[src/rtl/ball_pkg.sv]
// Shared constants and types for the ball motion controller.
package ball_pkg;

  // Bit positions inside the 4-bit movement request {RIGHT,LEFT,DOWN,UP}
  localparam int DIR_UP    = 0;
  localparam int DIR_DOWN  = 1;
  localparam int DIR_LEFT  = 2;
  localparam int DIR_RIGHT = 3;

  // Map pixel codes; anything else is walkable floor
  localparam logic [7:0] PX_WALL = 8'h26;
  localparam logic [7:0] PX_HOLE = 8'h49;
  localparam logic [7:0] PX_WIN  = 8'hF9;

  typedef enum logic [2:0] {
    ST_IDLE,
    ST_SCAN_X,
    ST_SCAN_Y,
    ST_COMMIT,
    ST_WON,
    ST_DEAD
  } state_t;

  typedef enum logic [1:0] {
    RES_FLOOR,
    RES_WALL,
    RES_HOLE,
    RES_WIN
  } res_t;

  function automatic res_t classify(input logic [7:0] px);
    case (px)
      PX_WALL: return RES_WALL;
      PX_HOLE: return RES_HOLE;
      PX_WIN:  return RES_WIN;
      default: return RES_FLOOR;
    endcase
  endfunction

endpackage

[src/rtl/edge_scanner.sv]
// Walks the 2*RADIUS-1 pixels of one leading edge of the ball, one map
// read at a time, and reports the first non-floor pixel (or FLOOR).
module edge_scanner
  import ball_pkg::*;
#(
  parameter int COORD_W     = 10,
  parameter int RADIUS      = 8,
  parameter int MAP_LATENCY = 3
) (
  input  logic               clk,
  input  logic               reset,
  input  logic               en,
  input  logic               axis_y,
  input  logic               neg,
  input  logic [COORD_W-1:0] x,
  input  logic [COORD_W-1:0] y,
  input  logic [7:0]         map_data,
  output logic               map_rd,
  output logic [COORD_W-1:0] col_addr,
  output logic [COORD_W-1:0] row_addr,
  output logic               done,
  output res_t               result
);

  localparam int SPAN  = 2*RADIUS-1;
  localparam int IDX_W = (SPAN > 1) ? $clog2(SPAN) : 1;
  localparam int LAT_W = $clog2(MAP_LATENCY+1);

  // One extra bit so edges past either border show up as a set MSB
  typedef logic signed [COORD_W:0] saddr_t;
  localparam saddr_t OFF     = saddr_t'(RADIUS);
  localparam saddr_t OFF_LAT = saddr_t'(RADIUS-1);

  logic [IDX_W-1:0] idx;
  logic [LAT_W-1:0] lat;
  saddr_t base_e, base_l, edge_pos, lat_pos, col, row;
  logic   oor, issue, sample, last;
  res_t   px_res;

  // Address of the current edge pixel and read/sample timing
  always_comb begin
    base_e   = axis_y ? saddr_t'(y) : saddr_t'(x);
    base_l   = axis_y ? saddr_t'(x) : saddr_t'(y);
    edge_pos = neg ? base_e - OFF : base_e + OFF;
    lat_pos  = base_l - OFF_LAT + saddr_t'(idx);
    col      = axis_y ? lat_pos  : edge_pos;
    row      = axis_y ? edge_pos : lat_pos;
    oor      = col[COORD_W] | row[COORD_W];
    issue    = en & (lat == '0);
    sample   = en & (lat == LAT_W'(MAP_LATENCY));
    last     = (idx == IDX_W'(SPAN-1));
    map_rd   = issue & ~oor;
    col_addr = map_rd ? col[COORD_W-1:0] : '0;
    row_addr = map_rd ? row[COORD_W-1:0] : '0;
    px_res   = classify(map_data);
    // Off-map pixels end the scan as a wall without touching the map port
    done     = (issue & oor) | (sample & ((px_res != RES_FLOOR) | last));
    result   = (issue & oor) ? RES_WALL : px_res;
  end

  // Pixel index and read-latency counter; cleared between scans
  always_ff @(posedge clk or posedge reset) begin
    if (reset) begin
      idx <= '0;
      lat <= '0;
    end else if (!en || done) begin
      idx <= '0;
      lat <= '0;
    end else if (sample) begin
      idx <= idx + 1'b1;
      lat <= '0;
    end else begin
      lat <= lat + 1'b1;
    end
  end

endmodule

[src/rtl/ball_motion_ctrl.sv]
// Multi-step ball controller: resolves X then Y per unit move against the
// external map, slides along walls, and handles holes, lives and winning.
module ball_motion_ctrl
  import ball_pkg::*;
#(
  parameter int COORD_W     = 10,
  parameter int INITIAL_X   = 'h20F,
  parameter int INITIAL_Y   = 'hFE,
  parameter int WIN_X       = 'h13A,
  parameter int WIN_Y       = 'h30,
  parameter int RADIUS      = 8,
  parameter int STEP_W      = 2,
  parameter int MAP_LATENCY = 3,
  parameter int LIVES       = 3,
  parameter int LIVES_W     = 2
) (
  input  logic               clk,
  input  logic               reset,
  input  logic [3:0]         movement,
  input  logic [STEP_W-1:0]  step,
  output logic               map_rd,
  output logic [COORD_W-1:0] map_col_addr,
  output logic [COORD_W-1:0] map_row_addr,
  input  logic [7:0]         map_data,
  output logic [COORD_W-1:0] x_out,
  output logic [COORD_W-1:0] y_out,
  output logic               busy,
  output logic               won_the_game,
  output logic               hit_a_hole,
  output logic [LIVES_W-1:0] lives_left,
  output logic               game_over
);

  state_t            state, state_nxt;
  logic [3:0]        mv_q;
  logic [STEP_W-1:0] step_q, count, count_inc;
  logic              moved;
  logic              in_net_x, in_net_y, accept;
  logic              net_x, net_y, neg_x, neg_y;
  logic              scan_en, scan_y, scan_done, last_life;
  res_t              scan_res;

  assign in_net_x  = movement[DIR_RIGHT] ^ movement[DIR_LEFT];
  assign in_net_y  = movement[DIR_DOWN]  ^ movement[DIR_UP];
  assign accept    = (state == ST_IDLE) && (step != '0) && (in_net_x || in_net_y);
  assign net_x     = mv_q[DIR_RIGHT] ^ mv_q[DIR_LEFT];
  assign net_y     = mv_q[DIR_DOWN]  ^ mv_q[DIR_UP];
  assign neg_x     = mv_q[DIR_LEFT];
  assign neg_y     = mv_q[DIR_UP];
  assign scan_en   = (state == ST_SCAN_X) || (state == ST_SCAN_Y);
  assign scan_y    = (state == ST_SCAN_Y);
  assign count_inc = count + 1'b1;
  assign last_life = (lives_left == LIVES_W'(1));
  assign busy      = accept || scan_en || (state == ST_COMMIT);

  edge_scanner #(
    .COORD_W    (COORD_W),
    .RADIUS     (RADIUS),
    .MAP_LATENCY(MAP_LATENCY)
  ) u_scan (
    .clk     (clk),
    .reset   (reset),
    .en      (scan_en),
    .axis_y  (scan_y),
    .neg     (scan_y ? neg_y : neg_x),
    .x       (x_out),
    .y       (y_out),
    .map_data(map_data),
    .map_rd  (map_rd),
    .col_addr(map_col_addr),
    .row_addr(map_row_addr),
    .done    (scan_done),
    .result  (scan_res)
  );

  // State register
  always_ff @(posedge clk or posedge reset) begin
    if (reset) state <= ST_IDLE;
    else       state <= state_nxt;
  end

  // Next-state: X scan, Y scan, commit per unit; hole/win cut the request short
  always_comb begin
    state_nxt = state;
    case (state)
      ST_IDLE:
        if (accept) state_nxt = in_net_x ? ST_SCAN_X : ST_SCAN_Y;
      ST_SCAN_X, ST_SCAN_Y:
        if (scan_done) begin
          case (scan_res)
            RES_HOLE: state_nxt = last_life ? ST_DEAD : ST_IDLE;
            RES_WIN:  state_nxt = ST_WON;
            default:  state_nxt = (state == ST_SCAN_X && net_y) ? ST_SCAN_Y : ST_COMMIT;
          endcase
        end
      ST_COMMIT:
        // A unit where no axis moved means every further unit would stall too
        if (count_inc == step_q || !moved) state_nxt = ST_IDLE;
        else                                state_nxt = net_x ? ST_SCAN_X : ST_SCAN_Y;
      default: state_nxt = state;
    endcase
  end

  // Position, request latch, unit counter, lives and game flags
  always_ff @(posedge clk or posedge reset) begin
    if (reset) begin
      x_out        <= COORD_W'(INITIAL_X);
      y_out        <= COORD_W'(INITIAL_Y);
      mv_q         <= '0;
      step_q       <= '0;
      count        <= '0;
      moved        <= 1'b0;
      lives_left   <= LIVES_W'(LIVES);
      won_the_game <= 1'b0;
      hit_a_hole   <= 1'b0;
      game_over    <= 1'b0;
    end else begin
      hit_a_hole <= 1'b0;
      case (state)
        ST_IDLE:
          if (accept) begin
            mv_q   <= movement;
            step_q <= step;
            count  <= '0;
            moved  <= 1'b0;
          end
        ST_SCAN_X, ST_SCAN_Y:
          if (scan_done) begin
            case (scan_res)
              RES_FLOOR: begin
                moved <= 1'b1;
                if (scan_y) y_out <= neg_y ? y_out - 1'b1 : y_out + 1'b1;
                else        x_out <= neg_x ? x_out - 1'b1 : x_out + 1'b1;
              end
              RES_HOLE: begin
                x_out      <= COORD_W'(INITIAL_X);
                y_out      <= COORD_W'(INITIAL_Y);
                lives_left <= lives_left - 1'b1;
                hit_a_hole <= 1'b1;
                if (last_life) game_over <= 1'b1;
              end
              RES_WIN: begin
                x_out        <= COORD_W'(WIN_X);
                y_out        <= COORD_W'(WIN_Y);
                won_the_game <= 1'b1;
              end
              default: ;
            endcase
          end
        ST_COMMIT: begin
          count <= count_inc;
          moved <= 1'b0;
        end
        default: ;
      endcase
    end
  end

endmodule

[config.mk]
export PLATFORM = sky130hd
export DESIGN_NAME = ball_motion_ctrl
export DESIGN_NICKNAME = d
export VERILOG_FILES = /design/src/rtl/ball_pkg.sv /design/src/rtl/edge_scanner.sv /design/src/rtl/ball_motion_ctrl.sv
export SDC_FILE = /design/constraint.sdc
export NUM_CORES = 1
export LEC_CHECK = 0
export ABC_AREA = 1
export BUFFER_PORTS_ARGS = -buffer_cell sky130_fd_sc_hd__buf_2
export CAP_MARGIN = 30
export CORE_ASPECT_RATIO = 1.25
export CORE_UTILIZATION = 54
export DETAILED_ROUTE_END_ITERATION = 6
export GPL_TIMING_DRIVEN = 0
export HOLD_SLACK_MARGIN = 0.06
export PLACE_DENSITY_LB_ADDON = 0.25
export SKIP_CTS_REPAIR_TIMING = 1
export SLEW_MARGIN = 40
export SYNTH_ARGS = -nofsm -noshare
export SYNTH_HDL_FRONTEND = slang
export SYNTH_HIERARCHICAL = 1
export SYNTH_SLANG_ARGS = --single-unit
export TNS_END_PERCENT = 50
[constraint.sdc]
create_clock -name clk -period 3.9 [get_ports clk]
set_input_delay 0.78 -clock clk [delete_from_list [all_inputs] [get_ports clk]]
set_output_delay 0.78 -clock clk [all_outputs]
set_load 0.05 [all_outputs]
==> results_dict.tcl <==
set metrics [dict create \
    nets 861 \
    crit_fanout 8 \
    startpoint_type "register" \
    die_w_um 84.3 \
    grt_pass1_wl_um 19900 \
    slowest_delay_ps 460 \
    n_fill_cell 659 \
    synthTopCellsByCount "nand2_1, inv_1, nor2_1" \
    dieArea_sq_um 8830 \
    postLayoutCoreUtil_pct 70.8 \
    clk_latency_ps 310 \
    dp_hpwl_um 9450 \
    synth.top_cell.area_share_pct 19.4 \
    relSlewSlack_pct 57.5 \
    max_clock_freq_ghz 0.241 \
    grt_pass1_vias 4499 \
    io_buffer_count 62 \
    cts.path.max_buffers 2 \
    yosysMostFrequentCell "nand2_1" \
    wl_um 13000 \
    clock_sinks 43 \
    power_density_nw_per_um2 158 \
    synth-xor-area-share_pct 3.83 \
    crit_path_end_kind "output pin" \
    ir_drop_v 0.000213 \
    start_util_pct 55.4 \
    max_slew.worst_pin.slew_ps 627 \
    cts_inserted_buffers 5 \
    required_ps 3120 \
    dr.pass1.iters 7 \
    slowest_stage "dfrtp_2" \
    diodes 0 \
    drc_errors 14 \
    crit_path_cell_trace "nor2_4 -> nand2_4 -> inv_8 -> buf_8 -> buf_8 -> mux2i_4 -> ha_4 -> inv_4 -> ha_4 -> nand2_1 -> nor2_2 -> nand3_1 -> nand3_2 -> nand2_1 -> nand2_1 -> nand2_2 -> inv_2 -> nand2_8 -> buf_12 -> nor2_4 -> buf_6" \
    drive_gt1_share_pct 24.4 \
    critical_path_class "register to output pin" \
    ys_seq_area_share_pct 23.9 \
    num_rows 37 \
    rsz0062_at_grt "yes" \
    synth_compound_area_share_pct 10.7 \
    final_antenna_net_count 0 \
    period_share_pct 106 \
    die_h_um 105 \
    p_leak_nw 3.22 \
    syn_nets 769 \
    ys_types 43 \
    cts-htree-levels 2 \
    setup_ws_ps -251 \
    ios 63 \
    drv_slew 0 \
    status "finished with violations" \
    antenna_found_initial 0 \
    synthAdderAreaFrac_pct 12.7 \
    syn_area_sq_um 4570 \
    cts_tree "yes" \
    avgRoutedWirePerCell_um 14.4 \
    synthMuxAreaShare_pct 0.685 \
    violations "design-rule violations, negative setup slack" \
    overflow 0 \
    synth_cells 709 \
    synth_top_family_by_area "simple AND/OR/NAND/NOR gates" \
    vias 4950 \
    hold_class "primary input to asynchronous set/reset pin" \
    synthFlopType "dfrtp_1" \
    finClkSkew_ps 7.40 \
    vias_per_cell 5.51 \
    async_flop_share_pct 100 \
    syn_to_final_growth_pct 27.7 \
    grt_util_all_layers_pct 28.0 \
    coreArea_sq_um 8240 \
    synth_edf_count 0 \
    initialDrtViolationCount 291 \
    synthSimpleGateAreaFrac_pct 36.8 \
    yosysWarnings 6 \
    hold_viol 0 \
    syn_area_per_cell_sq_um 6.44 \
    maxCapViolations 0 \
    cts-root-buf "clkbuf_8" \
    grt_max_degree 24 \
    gp_congestion 0.974 \
    synth_seq_cells 43 \
    dp_slack_ps -583 \
    arrival_ps 3370 \
    synth_area_leaders "nand2_1, dfrtp_1, ha_1" \
    post-route-min-period_ps 4150 \
    path_clk_slew_ps 90 \
    worst_path_most_repeated_cell "nand2_1" \
    yosysTopAreaCell "nand2_1" \
    setup_violations 21 \
]
## routing by layer
layer  GRT usage, %  share of wire, %  vias up  routed length (um)
met4           11.0               3.8        0                 494
met5              0                 0        -                   0
li1               -                 -     2428                   -
met3           2.84               4.6       41                 590
met2           52.9                53      201                6900
met1           31.9                38     2280                4960
## where the power goes
part	switching, mW	internal, mW
clock	0.177	0.145
combinational	0.0871	0.0531
sequential	0.00969	0.451
## sequential cells by signal (all words and copies together) (netlist names), 2 cells and up
| register | cells |
|---|---|
| step_q | 2 |
| u_scan/idx | 4 |
| x_out | 10 |
| lives_left | 2 |
| state | 3 |
| count | 2 |
| y_out | 10 |
| u_scan/lat | 2 |
| mv_q | 4 |
## cell families (layout without fill, tap and decap cells)
logic type      count (synthesis)  count (layout)
simple gates                  383             383
buf+inv                       131             224
compound gates                 85              85
fa+ha+maj                      44              44
flops                          43              43
xor+xnor                       20              20
mux                             3               3
## area by class of cell
type	count	area (sq um)	area share (%)
clock inverters	2	16.3	0.279
multi-input cells	535	3240	55.5
inverters	119	464	7.96
clock buffers	6	82.6	1.42
plain buffers	11	116	1.99
well taps	97	121	2.08
repair buffers	86	702	12.0
flip-flops and latches	43	1090	18.8
## metrics by stage
step	hold WS [ps]	instance area [sq um]	cells	setup TNS, ps	power [mW]
2_1_floorplan	442	4630	709	0	0.560
3_5_place_dp	466	5090	869	-15710	0.598
5_1_grt	401	5830	899	-7920	0.968
4_1_cts	393	5190	877	-24320	0.917
6_report	395	5830	899	-4260	0.923
3_3_place_gp	457	5060	868	-26650	0.590
## cell usage in the layout (no fill, tap or decap), types with 4 or more instances in the layout
| cell | netlist | layout |
|---|---|---|
| o21ai_1 | 3 | 7 |
| inv_4 | 1 | 4 |
| nor2_1 | 55 | 37 |
| xnor2_1 | 11 | 11 |
| buf_8 | 0 | 5 |
| inv_1 | 114 | 109 |
| dfstp_2 | 14 | 14 |
| a21o_1 | 4 | 4 |
| o21ai_0 | 35 | 28 |
| dfrtp_1 | 29 | 28 |
| inv_2 | 4 | 5 |
| nand3_2 | 2 | 5 |
| a31oi_1 | 4 | 4 |
| xor2_1 | 9 | 9 |
| clkbuf_8 | 0 | 6 |
| buf_2 | 2 | 43 |
| nand2_2 | 6 | 12 |
| o21bai_1 | 5 | 5 |
| nand3_1 | 54 | 51 |
| a21oi_1 | 25 | 22 |
| nand2_1 | 236 | 228 |
| buf_4 | 0 | 21 |
| ha_1 | 40 | 35 |
| buf_6 | 3 | 21 |
| nand4_1 | 13 | 13 |
| nor2_2 | 4 | 5 |
| ha_4 | 0 | 4 |
| nor2_4 | 2 | 19 |
## critical path: cells and delay by family (launching register included)
family	cells	cell delay [ps]
and+or+nand+nor	11	1050
buffers and inverters	7	810
DFF	1	460
adders and majority gates	2	450
muxes	1	280
## path summary, 6_finish.rpt
path                           start         endpoint  slack, ps  cells past startpoint
setup reg to reg            state[0]         state[0]         10                     26
hold / removal                 reset    u_scan/idx[2]        400                      2
setup / recovery            state[0]  map_col_addr[8]       -250                     21
min in group clk           game_over        game_over        490                      1
hold reg to reg            game_over        game_over        490                      1
max in group asynchronous      reset         y_out[6]       2920                      3
No activity file was read; power rests on OpenSTA's default activity.
